File: config.mk
export PLATFORM = sky130hd
export DESIGN_NAME = isa_br_cond
export DESIGN_NICKNAME = d
export VERILOG_FILES = /design/src/rtl/isa_pkg.sv /design/src/rtl/br_cond_eval.sv /design/src/rtl/isa_br_cond.sv
export SDC_FILE = /design/constraint.sdc
export NUM_CORES = 1
export LEC_CHECK = 0
export CAP_MARGIN = 25
export CORE_ASPECT_RATIO = 0.6
export CORE_MARGIN = 2
export CORE_UTILIZATION = 46
export CTS_BUF_LIST = sky130_fd_sc_hd__clkbuf_4 sky130_fd_sc_hd__clkbuf_8
export DETAILED_ROUTE_END_ITERATION = 12
export PLACE_DENSITY = 0.89
export SYNTH_ARGS = -nofsm -noshare
export SYNTH_HDL_FRONTEND = slang
export SYNTH_SLANG_ARGS = --single-unit
File: constraint.sdc
create_clock -name clk -period 4.16 [get_ports clk]
set_clock_uncertainty 0.05 [all_clocks]
set_input_delay 0.416 -clock clk [delete_from_list [all_inputs] [get_ports clk]]
set_output_delay 0.416 -clock clk [all_outputs]
set_load 0.005 [all_outputs]
File: src/rtl/isa_pkg.sv
// Shared ISA executor package: branch mode encodings, the branch executor
// state enum and a small mode helper.
// Optional macro: ISA_BR_LINK_EN adds the LINK state to the state enum.
package isa_pkg;

  typedef enum logic [1:0] {
    BR_ABS = 2'd0,
    BR_REL = 2'd1,
    BR_BZ  = 2'd2,
    BR_BNZ = 2'd3
  } br_mode_e;

  typedef enum logic [2:0] {
    ST_IDLE,
    ST_RD_TGT,
    ST_RD_COND,
`ifdef ISA_BR_LINK_EN
    ST_LINK,
`endif
    ST_SET,
    ST_DONE
  } br_state_e;

  // Conditional modes need a second register read.
  function automatic logic is_cond(input br_mode_e m);
    return (m == BR_BZ) || (m == BR_BNZ);
  endfunction

endpackage

File: src/rtl/br_cond_eval.sv
// Combinational branch evaluation.
// Ports:
//   mode     in   branch mode (isa_pkg::br_mode_e encoding)
//   cond_val in   condition register value (BZ/BNZ only)
//   ip_cur   in   IP of the current instruction
//   tgt      in   target / offset register value
//   taken    out  branch decision (always 1 for ABS/REL)
//   target   out  new IP: ip_cur+tgt for REL (wraps), tgt otherwise
module br_cond_eval
  import isa_pkg::*;
#(
  parameter int unsigned DATA_W = 64
) (
  input  logic [1:0]        mode,
  input  logic [DATA_W-1:0] cond_val,
  input  logic [DATA_W-1:0] ip_cur,
  input  logic [DATA_W-1:0] tgt,
  output logic              taken,
  output logic [DATA_W-1:0] target
);

  br_mode_e m;
  assign m = br_mode_e'(mode);

  always_comb begin
    taken = 1'b1;
    unique case (m)
      BR_BZ:   taken = (cond_val == '0);
      BR_BNZ:  taken = (cond_val != '0);
      default: taken = 1'b1;
    endcase
  end

  always_comb begin
    target = tgt;
    if (m == BR_REL) target = ip_cur + tgt;
  end

endmodule

File: src/rtl/isa_br_cond.sv
// Four-mode register branch executor (ABS, REL, BZ, BNZ).
// Optional macro: ISA_BR_LINK_EN inserts a LINK state that writes
// ip_cur+INSN_BYTES to LINK_REG before the IP load on taken branches.
// Ports:
//   clk, rst        clock, asynchronous active-high reset
//   enabled         level request from decoder, held until finished
//   mode, r0, r1    branch mode, target register, condition register
//   ip_cur          IP of current instruction
//   reg_out         register file read data (valid while reg_re is high)
//   reg_id, reg_re  register file index and read strobe
//   reg_we, reg_wdata  link write port (constant 0 without the link feature)
//   ip_set, ip_val  one-cycle IP load to fetch
//   taken, finished branch decision and completion, held until enabled falls
module isa_br_cond
  import isa_pkg::*;
#(
  parameter int unsigned DATA_W     = 64,
  parameter int unsigned REG_ID_W   = 4,
  parameter int unsigned INSN_BYTES = 8,
  parameter int unsigned LINK_REG   = 15
) (
  input  logic                clk,
  input  logic                rst,
  input  logic                enabled,
  input  logic [1:0]          mode,
  input  logic [REG_ID_W-1:0] r0,
  input  logic [REG_ID_W-1:0] r1,
  input  logic [DATA_W-1:0]   ip_cur,
  input  logic [DATA_W-1:0]   reg_out,
  output logic [REG_ID_W-1:0] reg_id,
  output logic                reg_re,
  output logic                reg_we,
  output logic [DATA_W-1:0]   reg_wdata,
  output logic                ip_set,
  output logic [DATA_W-1:0]   ip_val,
  output logic                taken,
  output logic                finished
);

  br_state_e           state;
  logic [DATA_W-1:0]   tgt_q;
  logic [DATA_W-1:0]   tgt_src;
  logic [DATA_W-1:0]   target;
  logic                eval_taken;
  logic                go_taken;

  // In RD_TGT the target is still on the read bus; afterwards use the latch.
  assign tgt_src = (state == ST_RD_TGT) ? reg_out : tgt_q;

  br_cond_eval #(.DATA_W(DATA_W)) u_eval (
    .mode     (mode),
    .cond_val (reg_out),
    .ip_cur   (ip_cur),
    .tgt      (tgt_src),
    .taken    (eval_taken),
    .target   (target)
  );

  assign go_taken = ((state == ST_RD_TGT) && !is_cond(br_mode_e'(mode))) ||
                    ((state == ST_RD_COND) && eval_taken);

`ifdef ISA_BR_LINK_EN
  localparam logic [REG_ID_W-1:0] LINK_ID  = REG_ID_W'(LINK_REG);
  localparam logic [DATA_W-1:0]   INSN_INC = DATA_W'(INSN_BYTES);
`else
  logic unused_link_params;
  assign unused_link_params = ^{INSN_BYTES, LINK_REG};
  assign reg_we    = 1'b0;
  assign reg_wdata = '0;
`endif

  always_ff @(posedge clk or posedge rst) begin
    if (rst) begin
      state    <= ST_IDLE;
      tgt_q    <= '0;
      reg_id   <= '0;
      reg_re   <= 1'b0;
      ip_set   <= 1'b0;
      ip_val   <= '0;
      taken    <= 1'b0;
      finished <= 1'b0;
`ifdef ISA_BR_LINK_EN
      reg_we    <= 1'b0;
      reg_wdata <= '0;
`endif
    end else begin
      reg_re <= 1'b0;
      ip_set <= 1'b0;
      ip_val <= '0;
      reg_id <= r0;
`ifdef ISA_BR_LINK_EN
      reg_we    <= 1'b0;
      reg_wdata <= '0;
`endif
      if (state == ST_RD_TGT && enabled) tgt_q <= reg_out;

      if (!enabled) begin
        state    <= ST_IDLE;
        reg_id   <= '0;
        taken    <= 1'b0;
        finished <= 1'b0;
      end else if (go_taken) begin
        taken <= 1'b1;
`ifdef ISA_BR_LINK_EN
        state     <= ST_LINK;
        reg_we    <= 1'b1;
        reg_id    <= LINK_ID;
        reg_wdata <= ip_cur + INSN_INC;
`else
        state    <= ST_SET;
        ip_set   <= 1'b1;
        ip_val   <= target;
        finished <= 1'b1;
`endif
      end else begin
        unique case (state)
          ST_IDLE: begin
            state  <= ST_RD_TGT;
            reg_re <= 1'b1;
            reg_id <= r0;
          end
          // Only conditional modes reach here from RD_TGT.
          ST_RD_TGT: begin
            state  <= ST_RD_COND;
            reg_re <= 1'b1;
            reg_id <= r1;
          end
          // Only not-taken branches reach here from RD_COND.
          ST_RD_COND: begin
            state    <= ST_DONE;
            taken    <= 1'b0;
            finished <= 1'b1;
          end
`ifdef ISA_BR_LINK_EN
          ST_LINK: begin
            state    <= ST_SET;
            ip_set   <= 1'b1;
            ip_val   <= target;
            finished <= 1'b1;
          end
`endif
          ST_SET:  state <= ST_DONE;
          ST_DONE: state <= ST_DONE;
          default: state <= ST_IDLE;
        endcase
      end
    end
  end

endmodule
[After elaboration in Yosys (flattened, before gate mapping)]
Index checks and enable logic that the tools add are counted.
Word-level totals
  output and inout port bits: 137
  input port bits: 141
  register bits: 139
  word-level logic and storage cells: 50
Cells by class
  $add $sub $neg: 1
  mux-type cells: 22
  eq/ne operators: 8
  reduce and logical (&&, ||, !) cells: 11
Operator list (number)
  $mux 64: 4
  $add 64x64->64: 1
  $logic_not 64->1: 1
  $reduce_bool 64->1: 1
  $mux 4: 3
  $mux 1: 11
  $pmux 3 s3: 1
  $eq 3x2->1 const B: 2
  $mux 3: 2
  $eq 2x2->1 const B: 2
  $eq 3x1->1 const B: 1
  $eq 3x3->1 const B: 1
  $logic_and 1x1->1: 3
  $logic_not 3->1: 1
  $ne 3x1->1 const B: 1
  $reduce_or 3->1: 1
  $eq 2x1->1 const B: 1
  $logic_or 1x1->1: 2
  $pmux 1 s2: 1
  $reduce_or 2->1: 1
  $logic_not 1->1: 1

[Depth between registers and ports, before layout]
Gate-level depths: netlist of the first run.
  depth in word-level cells: 7
  gate-level depth with buffers: 16
  mapped depth without buffers: 14

[Cells and area by module]
Synthesis of the first run repeated with hierarchy kept, for this count alone.
Second synthesis, totals
  cells, all modules: 1170
  area total of the unflattened synthesis: 10770.3 µm²
By module, submodules not included
  isa_br_cond: instances 1, cells each 453, sequential area each 3478.3 µm², area an instance 6144.6 µm²
  br_cond_eval: instances 1, cells each 717, sequential area each 0.0 µm², area an instance 4625.7 µm²

[Least setup slack after synthesis of the first run]
OpenSTA, ideal clock, no wires.
  kind: flip-flop to flip-flop
  start: register state[1]
  end: register ip_val[62]
  arrival: 4.411 ns
  path buffers: 2
  required time: 4.020 ns
  setup slack: -0.391 ns
  clock period less this slack: 4.551 ns
  stages on the path, launching flop included: 16
  library setup time: 0.090 ns
  cell sequence: dfrtp_1 -> nor3b_1 -> clkbuf_1 -> buf_1 -> mux2_2 -> ha_1 -> nand2_1 -> nor3b_2 -> o21a_1 -> o21ai_2 -> o31a_1 -> o41a_1 -> o211a_1 -> nor4_1 -> mux2_2 -> o221ai_1
Between the ends
  cells in the longest elaborated chain, start to end: 6
  elaborated cells on any way between the ends: 10
  classes of those cells: add/sub: 1; eq/ne: 2; mux: 4; reduce/logical: 3
Ends and longest elaborated chain
  from (decl): RTL line isa_br_cond.sv:40  | br_state_e state;
  from (signal assigned): RTL line isa_br_cond.sv:74  | state <= ST_IDLE;
  from (signal assigned): RTL line isa_br_cond.sv:98  | state <= ST_IDLE;
  from (signal assigned): RTL line isa_br_cond.sv:110  | state <= ST_SET;
  $eq 3x1->1: RTL line isa_br_cond.sv:48, isa_br_cond.sv:59
  $mux 64: RTL line isa_br_cond.sv:48  | assign tgt_src = (state == ST_RD_TGT) ? reg_out : tgt_q;
  $add 64x64->64: RTL line br_cond_eval.sv:36  | if (m == BR_REL) target = ip_cur + tgt;
  $mux 64: RTL line br_cond_eval.sv:36
  $mux 64 (*): RTL line isa_br_cond.sv:102  | end else if (go_taken) begin
  $mux 64 (*): RTL line isa_br_cond.sv:97  | if (!enabled) begin
  to (signal assigned): RTL line isa_br_cond.sv:112  | ip_val <= target;
  to (decl): RTL line isa_br_cond.sv:35  | output logic [DATA_W-1:0] ip_val,
Mark *: on every way between the ends. The rest lies on a longest branch, timed or not.
A chain may end at the register's enable or synchronous reset.

[Final worst setup path of the first run]
  start: register state[2]
  end: register ip_val[41]
The elaborated chain is that of the path after synthesis.

==> results of run 1 <==
## synth_stat cells (3+ instances only)
cell type,instances,area [sq um]
sky130_fd_sc_hd__a21oi_1,79,395
sky130_fd_sc_hd__o211a_1,3,30.0
sky130_fd_sc_hd__o31ai_1,4,30.0
sky130_fd_sc_hd__inv_1,18,67.6
sky130_fd_sc_hd__or2_2,4,25.0
sky130_fd_sc_hd__ha_1,76,951
sky130_fd_sc_hd__o21a_1,16,120
sky130_fd_sc_hd__nand3_1,14,70.1
sky130_fd_sc_hd__nand2b_1,7,43.8
sky130_fd_sc_hd__o211ai_1,4,30.0
sky130_fd_sc_hd__o21bai_1,15,113
sky130_fd_sc_hd__a21boi_0,4,30.0
sky130_fd_sc_hd__mux2_2,65,732
sky130_fd_sc_hd__a21o_1,31,233
sky130_fd_sc_hd__nand2_1,276,1040
sky130_fd_sc_hd__a31oi_1,11,68.8
sky130_fd_sc_hd__and2_1,4,25.0
sky130_fd_sc_hd__or3_1,4,25.0
sky130_fd_sc_hd__xor2_1,26,228
sky130_fd_sc_hd__clkbuf_1,53,199
sky130_fd_sc_hd__xnor2_1,31,272
sky130_fd_sc_hd__nor4_1,25,156
sky130_fd_sc_hd__a211oi_1,41,308
sky130_fd_sc_hd__buf_4,65,488
sky130_fd_sc_hd__and4_1,3,26.3
sky130_fd_sc_hd__nor2_1,80,300
sky130_fd_sc_hd__and3_1,4,25.0
sky130_fd_sc_hd__nor3_1,23,115
sky130_fd_sc_hd__buf_1,7,26.3
sky130_fd_sc_hd__nand4_1,26,163
sky130_fd_sc_hd__dfrtp_1,139,3480
sky130_fd_sc_hd__nor2b_1,9,56.3
sky130_fd_sc_hd__mux2i_1,9,90.1
sky130_fd_sc_hd__o21ai_0,49,245
## power by group through the flow
stage                     logic [mW]  clock network [mW]  registers, mW
after global routing            9.36                1.50           2.04
after global placement          7.25                   0           1.99
after CTS                       7.53                1.44           1.99
final                           8.72                1.44           2.00
after floorplan                 4.84                   0           1.96
after detailed placement        7.40                   0           2.01
## flip-flops by register name (all words and copies together), names as in the netlist
signal,count
finished,1
reg_re,1
reg_id,4
ip_set,1
state,3
ip_val,64
taken,1
tgt_q,64
## layer usage
| metal | vias to the layer above | track usage (%) | share of wire, % |
|---|---|---|---|
| li1 | 4910 | - | - |
| met1 | 5204 | 46.4 | 45 |
| met2 | 608 | 42.9 | 42 |
| met3 | 63 | 8.81 | 12 |
| met4 | 2 | 5.65 | 1.4 |
| met5 | - | 0 | 0.023 |
## timing repair
item,CTS,global route
pin swaps,0,34
setup endpoints to repair,9,22
setup buffers,0,16
gates resized for setup,8,106
cloned,0,2
## placed cells by master, fill, tap and decap left out, drive strengths merged, types with 11 or more instances in the layout
| cell | count |
|---|---|
| a21oi | 79 |
| o21a | 16 |
| mux2 | 65 |
| clkbuf | 22 |
| o21bai | 15 |
| nor3 | 23 |
| a21o | 31 |
| conb | 65 |
| a31oi | 11 |
| buf | 130 |
| o21ai | 52 |
| nand2 | 277 |
| xnor2 | 31 |
| nor4 | 25 |
| inv | 18 |
| ha | 76 |
| xor2 | 26 |
| nand3 | 14 |
| clkdlybuf4s50 | 212 |
| a211oi | 41 |
| nand4 | 26 |
| dfrtp | 139 |
| nor2 | 80 |
## final cells by class
class	count	area, sq um
clock inverter	11	240
timing repair buffer	344	3250
multi-input combinational	1044	7130
clock buffer	20	263
sequential	139	3480
tap	308	385
inverter	18	71.3
fill	1768	7460
## through the flow
step,TNS (ns),instances
after floorplan,-0.0173,1328
after global placement,-0.103,1835
after detailed placement,-0.486,1835
after CTS,-0.0239,1866
after global routing,-0.502,1884
final,0,1884
## worst min-delay path: cells and delay by family (launching register included)
kind | cells | cell delay (ns)
DFF | 1 | 0.34
and+or+nand+nor | 2 | 0.11
## path summary, 6_finish.rpt
path | end | slack, ns | depth (start not counted)
max in group asynchronous | ip_val[26] | 3.04 | 3
setup / recovery | ip_val[41] | 0.08 | 17
min in group asynchronous | ip_val[1] | 0.46 | 3
setup reg to reg | ip_val[41] | 0.08 | 17
hold / removal | tgt_q[47] | 0.43 | 2
hold reg to reg | tgt_q[47] | 0.43 | 2
## kinds of logic (layout without fill, tap and decap cells)
logic type	count (synthesis)	after routing	share of synthesized area, %
xor+xnor	57	57	4.73
flops	139	139	33.0
compound gates	282	282	17.3
simple gates	489	489	20.4
other cells	1	65	0.0356
buf+inv	145	393	7.50
fa+ha+maj	77	77	9.21
mux	74	74	7.80
==> out/qor.log, run 1 <==
[detailed_routing] WL per Instance 20.4 um
[worst_setup_path] CP max stage cell sky130_fd_sc_hd__dfrtp_1
[timing] Final Cycle Share 98.0%
[worst_hold_path] min-delay src tgt_q[47]
[timing] final worst slack 0.0843 ns
[timing] upper clock frequency limit 0.245 GHz
[clock_network] number of H-tree levels 4
[worst_setup_path] worst setup path startpoint state[2]
[worst_setup_path] Buf/Inv on CP 4
[yosys] count of cell types in the netlist 64
[clock_network] clk_lat worst skew 0.49 ns
[detailed_routing] detailed router's first-iteration violation count 917
[timing] number of setup violations in the final report 0
[detailed_routing] DRC viols 0
[power] ratio of total power to cell area 820 nW/um^2
[power] post-layout power 12.2 mW
[status] outcome completed
[power] net switching power 5.49 mW
[worst_setup_path] Worst Path Max Fanout 7
[yosys] Synth async-reset ratio 100%
[power] Sw Share 45.2%
[clock_network] CTS Hold Buffers Added 0
[worst_setup_path] largest incremental delay on the critical path 0.42 ns
[die] x dimension of the die 199 um
[grt] total global routing overflow 0
[finish] Layout Nets 1782
[grt] initial antenna violation count 2
[power] leak pwr 6.74 nW
[die] vertical die dimension 121 um
[power] part of the power in the clock network 11.8%
[timing] unrepaired setup endpoints after global routing yes
[detailed_routing] Vias per Instance 5.73
[clock_network] number of buffers created by CTS 17
[placed_design] final estimated routing congestion in global placement 1.00
[worst_setup_path] cell family with the largest share of critical-path delay simple AND/OR/NAND/NOR gates
[worst_setup_path] worst r2r src state[2]
[worst_hold_path] class of the most critical hold timing path reg2reg
[placed_design] Area after DPL 13500 sq um
[die] number of standard-cell rows in the floorplan 42
[yosys] Synth Cell Area 10500 sq um
[clock_network] maximum clock path buffer count 2
[detailed_routing] Post-Route WL 38.4 mm
[grt] first-pass GRT wire length 56.5 mm
[timing] number of pins with negative max-slew slack in the final report 0
[grt] maximum number of pins on one net before global-route repair 140
[die] standard cell core area 22300 sq um
[die] total die area 24200 sq um
[timing] min Tclk post-route 4.08 ns
[worst_setup_path] Crit Path Category reg2reg
[worst_setup_path] arrival time of the worst setup path 4.38 ns
[finish] share of post-route cells with drive strength above 1 20.0%
[clock_network] number of clock sinks 139
[yosys] leading register cell type out of synthesis sky130_fd_sc_hd__dfrtp_1
[finish] synthesis-to-finish area growth 40.5%
[finish] Finished Cell Area 14800 sq um
[worst_setup_path] worst-path cell chain nor3b_4 > buf_12 > clkbuf_16 > mux2_2 > ha_1 > nand2_2 > buf_4 > nor2_1 > a221o_1 > or2_2 > a21oi_2 > buf_4 > nor3_1 > or2_2 > a21oi_2 > xnor2_2 > o21ai_0
[worst_setup_path] kind of end point of the critical path flip-flop
[clock_network] Clock Pin Slew Worst Setup and Hold Paths 0.09 ns
[timing] Final Hold Slack 0.429 ns
[grt] Global Route Usage Sum 30.6%
[timing] number of endpoints with negative hold slack in the final report 0
[worst_setup_path] data required time at the worst endpoint 4.46 ns
[yosys] count of flip-flops with a built-in enable after synthesis 0
[timing] relative max-transition margin 27.6%
[yosys] proportion of synthesized chip area in sequential cells 33.0%
[placed_design] worst setup timing slack at the placement stage -0.207 ns
[die] initial core utilization 47.3%
[yosys] Post-Syn Area per Cell 8.34 sq um
[yosys] total of flip-flops plus latches after synthesis 139
[finish] antenna fix cells 0
[detailed_routing] number of antenna-violating nets in the routed design 0
[yosys] Syn Inst Count 1264
[detailed_routing] via count 10800
[power] largest voltage drop on the vdd net 369 uV
[grt] vias in the first global route 10200
[finish] end-of-flow core utilization 66.5%
[clock_network] CTS tree built
[worst_setup_path] type of origin of the critical path flip-flop
[run] max cap viols 0
[yosys] count of yosys warnings during synthesis 0
[power] Comb pwr share 71.7%
[power] Internal Dissipation 6.66 mW
[timing] slew at the pin closest to its max-slew limit 1.07 ns
[detailed_routing] drt first pass iters 5
[clock_network] root buffer cell sky130_fd_sc_hd__clkbuf_8
[power] fraction of power consumed by sequential logic 16.4%
[die] Top-Level Pins 278
[placed_design] Final HPWL DP 28.5 mm
[placed_design] count of buffers inserted at the top-level ports 212
No activity file was read; power rests on OpenSTA's default activity.
==> inputs of run 2 (changes only) <==
PLACE_DENSITY = 0.79   (was 0.89)
clock period = 3.3 ns   (was 4.16 ns; I/O delays follow)
==> out/qor.log, run 2 (synthesis results as in run 1) <==
[die] standard cell core area 22300 sq um [unchanged]
[power] post-layout power 20.0 mW [+65%]
[die] total die area 24200 sq um [unchanged]
[power] largest voltage drop on the vdd net 541 uV [+47%]
[finish] Layout Nets 1992 [+12%]
[finish] area of combinational cells with multiple inputs 8250 sq um [+16%]
[worst_setup_path] slack of the worst reg-to-reg path -0.75 ns [-0.83 ns]
[timing] Final Hold Slack 0.258 ns [-0.171 ns]
[die] x dimension of the die 199 um [unchanged]
[clock_network] number of clock sinks 139 [unchanged]
[placed_design] count of buffers inserted at the top-level ports 212 [unchanged]
[worst_setup_path] R2R Path End ip_val[57]
[worst_setup_path] data required time at the worst endpoint 3.70 ns [-0.76 ns]
[timing] slew at the pin closest to its max-slew limit 0.886 ns [-0.186 ns]
[timing] min Tclk post-route 4.05 ns [-0.0283 ns]
[clock_network] CTS tree built
[run] max cap viols 0 [unchanged]
[placed_design] Final HPWL DP 30.2 mm [+5.9%]
[worst_setup_path] Crit Path Category reg2reg
[worst_setup_path] kind of end point of the critical path flip-flop
[power] ratio of total power to cell area 1130 nW/um^2 [+38%]
[die] initial core utilization 47.3% [unchanged]
[finish] share of post-route cells with drive strength above 1 37.0% [+17 points]
[timing] upper clock frequency limit 0.247 GHz [+0.70%]
[finish] sequential cell area in the final layout 3480 sq um [unchanged]
[worst_setup_path] Worst Path Max Fanout 5 [-2]
[placed_design] final estimated routing congestion in global placement 0.971 [-3.2%]
[die] Top-Level Pins 278 [unchanged]
[clock_network] maximum clock path buffer count 2 [unchanged]
[worst_setup_path] worst setup path startpoint state[2]
[timing] number of pins with negative max-slew slack in the final report 0 [unchanged]
[timing] final worst slack -0.747 ns [-0.832 ns]
[die] number of standard-cell rows in the floorplan 42 [unchanged]
[status] outcome complete, but fails checks
[detailed_routing] Post-Route WL 46.3 mm [+20%]
[grt] initial antenna violation count 2 [unchanged]
[grt] total global routing overflow 0 [unchanged]
[timing] number of setup violations in the final report 51 [+51]
[worst_setup_path] CP Capture Point ip_val[57]
[detailed_routing] Vias per Instance 5.87 [+2.5%]
[detailed_routing] detailed router's first-iteration violation count 1281 [+40%]
[worst_hold_path] class of the most critical hold timing path in2async
[grt] maximum number of pins on one net before global-route repair 140 [unchanged]
[power] leak pwr 8.09 nW [+20%]
[finish] Finished Cell Area 17600 sq um [+19%]
[worst_setup_path] arrival time of the worst setup path 4.45 ns [+0.07 ns]
[detailed_routing] WL per Instance 22.1 um [+8.2%]
[grt] first-pass GRT wire length 65.6 mm [+16%]
[clock_network] number of buffers created by CTS 17 [unchanged]
[detailed_routing] via count 12300 [+14%]
[placed_design] worst setup timing slack at the placement stage -0.967 ns [-0.759 ns]
[clock_network] number of H-tree levels 4 [unchanged]
[timing] number of endpoints with negative hold slack in the final report 0 [unchanged]
[worst_setup_path] type of origin of the critical path flip-flop
[detailed_routing] DRC viols 0 [unchanged]
[detailed_routing] number of antenna-violating nets in the routed design 0 [unchanged]
[finish] total of fill cells in the finished design 1389 [-21%]
[timing] relative max-transition margin 41.0% [+13 points]
[placed_design] Area after DPL 15100 sq um [+12%]
[finish] commonest cells after routing, fill and taps aside sky130_fd_sc_hd__buf_4 (292), sky130_fd_sc_hd__nand2_1 (266), sky130_fd_sc_hd__clkdlybuf4s50_1 (212)
[detailed_routing] drt first pass iters 7 [+2]
[grt] vias in the first global route 11700 [+15%]
[finish] synthesis-to-finish area growth 67.2%
[worst_setup_path] worst r2r src state[2]
[grt] Global Route Usage Sum 35.8% [+5.2 points]
[finish] leading registers by flop count ip_val (64), tgt_q (64), reg_id (4)
[status] violated checks negative setup slack
[timing] unrepaired setup endpoints after global routing yes
[timing] Final Cycle Share 123% [+25 points]
[clock_network] clk_lat worst skew 0.50 ns [about the same]
[worst_setup_path] depth of the most critical reg-to-reg path 15 [-2]
[clock_network] Clock Pin Slew Worst Setup and Hold Paths 0.09 ns [about the same]
[clock_network] root buffer cell sky130_fd_sc_hd__clkbuf_8
[die] vertical die dimension 121 um [unchanged]
[finish] most common library cell in the layout ignoring fill and taps sky130_fd_sc_hd__buf_4
## run 2: cell types whose count changed in the layout (fill, tap and decap cells not counted), moves of 9 or more
cell,previous run,this run
sky130_fd_sc_hd__a211oi_1,36,10
sky130_fd_sc_hd__a211oi_2,4,29
sky130_fd_sc_hd__a21oi_1,66,42
sky130_fd_sc_hd__a21oi_2,13,25
sky130_fd_sc_hd__a21oi_4,0,12
sky130_fd_sc_hd__buf_4,120,292
sky130_fd_sc_hd__buf_6,3,38
sky130_fd_sc_hd__mux2_2,54,41
sky130_fd_sc_hd__mux2_4,11,24
sky130_fd_sc_hd__o21ai_0,40,18
sky130_fd_sc_hd__o21ai_2,1,10
sky130_fd_sc_hd__xnor2_1,30,16
sky130_fd_sc_hd__xnor2_2,1,13
## run 2: per-layer routing
layer,routed length [um],vias up,global-route usage [%],share of wire (%)
li1,-,5343,-,-
met1,19300,5957,51.7,42
met2,19700,840,51.1,43
met3,5740,161,11.6,12
met4,1550,2,9.40,3.4
met5,13,-,0,0.028
## run 2: per-stage QoR
step           cells  setup TNS (ns)  util [%]
2_1_floorplan   1328           -6.07         -
3_3_place_gp    2011          -22.47      67.8
3_5_place_dp    2011          -25.62      67.8
4_1_cts         2085          -19.56      75.6
5_1_grt         2096          -29.17      79.1
6_report        2097          -25.75      79.1
## run 2: worst min path at each step
| stage | start | to | depth (start not counted) |
|---|---|---|---|
| after floorplan | reg_out[0] | tgt_q[0] | 2 |
| after global placement | tgt_q[27] | tgt_q[27] | 2 |
| after detailed placement | tgt_q[28] | tgt_q[28] | 2 |
| after CTS | reg_out[61] | tgt_q[61] | 3 |
| after global routing | reg_out[61] | tgt_q[61] | 3 |
| final | rst | ip_val[7] | 3 |
## run 2: timing repair
action                     CTS  global route
gates resized for setup    184           142
setup endpoints to repair   49            55
setup buffers               43            24
hold buffers                 0             0
gates cloned                 2             0
pin swaps                   81           103
## run 2: critical path, stage by stage, from the launching register on
cell                      delay [ns]
sky130_fd_sc_hd__dfrtp_1        0.42
sky130_fd_sc_hd__nor3b_4        0.24
sky130_fd_sc_hd__buf_6          0.17
sky130_fd_sc_hd__buf_16         0.15
sky130_fd_sc_hd__buf_12         0.11
sky130_fd_sc_hd__mux2_4         0.32
sky130_fd_sc_hd__ha_4           0.32
sky130_fd_sc_hd__nand4_1        0.18
sky130_fd_sc_hd__or4_4          0.59
sky130_fd_sc_hd__a21oi_4        0.18
sky130_fd_sc_hd__a21oi_4        0.10
sky130_fd_sc_hd__o31ai_4        0.29
sky130_fd_sc_hd__a31oi_4        0.21
sky130_fd_sc_hd__nor3_2         0.26
sky130_fd_sc_hd__mux2_4         0.33
sky130_fd_sc_hd__nand2_2        0.05
## run 2: cell type report
cell class	instances	area share, %
clock buffers	18	1.37
inverters	18	0.405
flip-flops and latches	139	19.7
clock inverters	14	1.23
well taps	308	2.19
repair buffers	554	28.3
multi-input cells	1044	46.8
diodes	2	0.0284
## run 2: power by group
part / total [mW] / internal [mW] / switching [mW]
clock: 1.69 / 0.914 / 0.781
combinational: 15.8 / 7.78 / 8.01
sequential: 2.52 / 2.24 / 0.285
total: 20.0 / 10.9 / 9.07
==> RTL change (flow settings as in run 2) <==
The 5 states of `br_state_e` get a Gray code encoding in 3 bits.
--- a/src/rtl/isa_pkg.sv
+++ b/src/rtl/isa_pkg.sv
@@ -13,5 +13,5 @@
   typedef enum logic [2:0] {
-    ST_IDLE,
-    ST_RD_TGT,
-    ST_RD_COND,
+    ST_IDLE    = 3'b000,
+    ST_RD_TGT  = 3'b001,
+    ST_RD_COND = 3'b011,
 `ifdef ISA_BR_LINK_EN
@@ -19,4 +19,4 @@
 `endif
-    ST_SET,
-    ST_DONE
+    ST_SET     = 3'b010,
+    ST_DONE    = 3'b110
   } br_state_e;
Behaviour: no difference found for any inputs over 10 cycles, from zero or initial values and one cycle with rst high; not proved beyond that.
==> RTL change against run 2 <==
Total power is 35% lower. Sequential share of layout area down 0.20 points. The flow still finishes with violations (negative setup slack). Wire length fell by 4.4%. Worst setup slack better by 0.23 ns. Die area rose by 0.26%. Synthesized area increased by 0.26%. Clock power fell by 27%. Critical endpoint is now ip_val[63]$_DFF_PP0_. Sequential cell count shrank 1. Highest routed layer unchanged. Synthesized cell count fell by 9.8%. First-iteration DRC count down 6.9%. Largest power group unchanged. Final area is 0.28% higher.
==> RTL change: results <==
metrics = {
    "outcome": {
        "status": "finished, violations left",
        "violations": "negative setup slack",
    },
    "worst_setup_path": {
        "crit_end": "ip_val[63]$_DFF_PP0_",
        "worstReg2RegStart": "state[2]$_DFF_PP0_",
        "slowest_stage": "dfrtp_1",
        "cp_top_family": "compound AO/OA/AOI/OAI gates",
        "crit_arrival_ns": 4.14,
        "r2r_cells": 17,
        "worstSetupPathType": "flip-flop to flip-flop",
        "slowest_delay_ns": 0.40,
        "crit_fanout": 8,
    },
    "global_route": {
        "antenna_found_initial": 2,
        "grt_max_degree": 55,
        "grt_pass1_vias": 11300,
        "grt_pass1_wl_um": 63900,
        "track_usage_pct": 34.9,
    },
    "routing": {
        "vias_per_cell": 5.80,
        "dr.pass1.iters": 5,
        "wire_per_inst_um": 22.3,
        "via_count": 11500,
        "dr.first_iter.drc_count": 1192,
    },
    "timing": {
        "tns_ns": -15.90,
        "drv_slew": 0,
        "setup_ws_ns": -0.513,
        "fin_hold_ws_ns": 0.253,
        "slew_headroom_pct": 32.7,
        "setup_violations": 51,
    },
    "hold_path": {
        "hp-class": "input port to asynchronous set/reset pin",
    },
    "power_and_ir_drop": {
        "p_int_mw": 7.41,
        "irDropWorstVdd_v": 0.000396,
        "leakagePower_nw": 7.68,
    },
    "logic_synthesis": {
        "ys_top_cells_by_count": "dfrtp_1 (138), mux2_2 (127), nor2_1 (93)",
        "ys_dominant_reg_cell": "dfrtp_1",
        "ys_top_cells_by_area": "dfrtp_1 (33%), mux2_2 (14%), ha_1 (9.0%)",
        "synthCells": 1140,
        "synth-async-reset-ratio_pct": 100,
        "yosysSeqAreaShare_pct": 32.7,
        "post_synth_num_cell_types": 74,
    },
    "cts": {
        "clk_pin_slew_ns": 0.09,
        "h-tree-depth": 4,
    },
    "placed_design": {
        "place_congestion": 0.996,
        "dpl_cell_area_um2": 15300,
        "io_buffers": 212,
        "hpwlAfterDp_um": 31100,
        "place_ws_ns": -0.561,
    },
    "cells_and_area": {
        "layout.nets": 1879,
        "drive_gt1_share_pct": 44.9,
        "insertedDiodeCount": 0,
    },
}
## RTL change: layout make-up
class | instances | area (um^2)
Timing Repair Buffer | 558 | 4990
Clock buffer | 20 | 263
Fill cell | 1357 | 4600
Multi-Input combinational cell | 928 | 8460
Inverter | 18 | 71.3
Clock inverter | 9 | 53.8
Tap cell | 308 | 385
Sequential cell | 138 | 3450
## RTL change: worst min path at each step
stage	start	endpoint
final	rst	tgt_q[9]$_DFFE_PP0P_
after global routing	rst	ip_val[42]$_DFF_PP0_
after CTS	rst	tgt_q[9]$_DFFE_PP0P_
after detailed placement	tgt_q[21]$_DFFE_PP0P_	tgt_q[21]$_DFFE_PP0P_
after global placement	tgt_q[44]$_DFFE_PP0P_	tgt_q[44]$_DFFE_PP0P_
after floorplan	state[2]$_DFF_PP0_	state[0]$_DFF_PP0_
## RTL change: kinds of logic (layout without fill, tap and decap cells)
family	count (synthesis)	count (layout)	synth area share, %
xor+xnor	54	54	4.47
fa+ha+maj	77	77	9.18
compound gates	281	281	17.7
flops	138	138	32.7
other cells	1	65	0.0355
mux	131	131	14.0
buf+inv	138	605	7.55
simple gates	320	320	14.5
## RTL change: power by group through the flow
stage	registers, mW	clock network, mW	logic (mW)
global placement	2.26	0	6.88
finish	2.28	1.24	9.49
global route	2.31	1.33	9.96
floorplan	2.23	0	4.16
CTS	2.26	1.25	8.20
detailed placement	2.29	0	6.98
## RTL change: routing by layer
layer / share of wire [%] / GRT usage [%]
met4: 1.9 / 7.08
met3: 12 / 10.6
met1: 44 / 51.7
met5: 0.059 / 1.31
met2: 43 / 49.5
## RTL change: what timing repair did
action,4_1_cts,5_1_grt
endpoints found under the hold margin,0,0
gates resized for setup,200,112
pin swaps,98,82
setup endpoints to repair,49,51
gates cloned,2,0
setup buffers,28,22
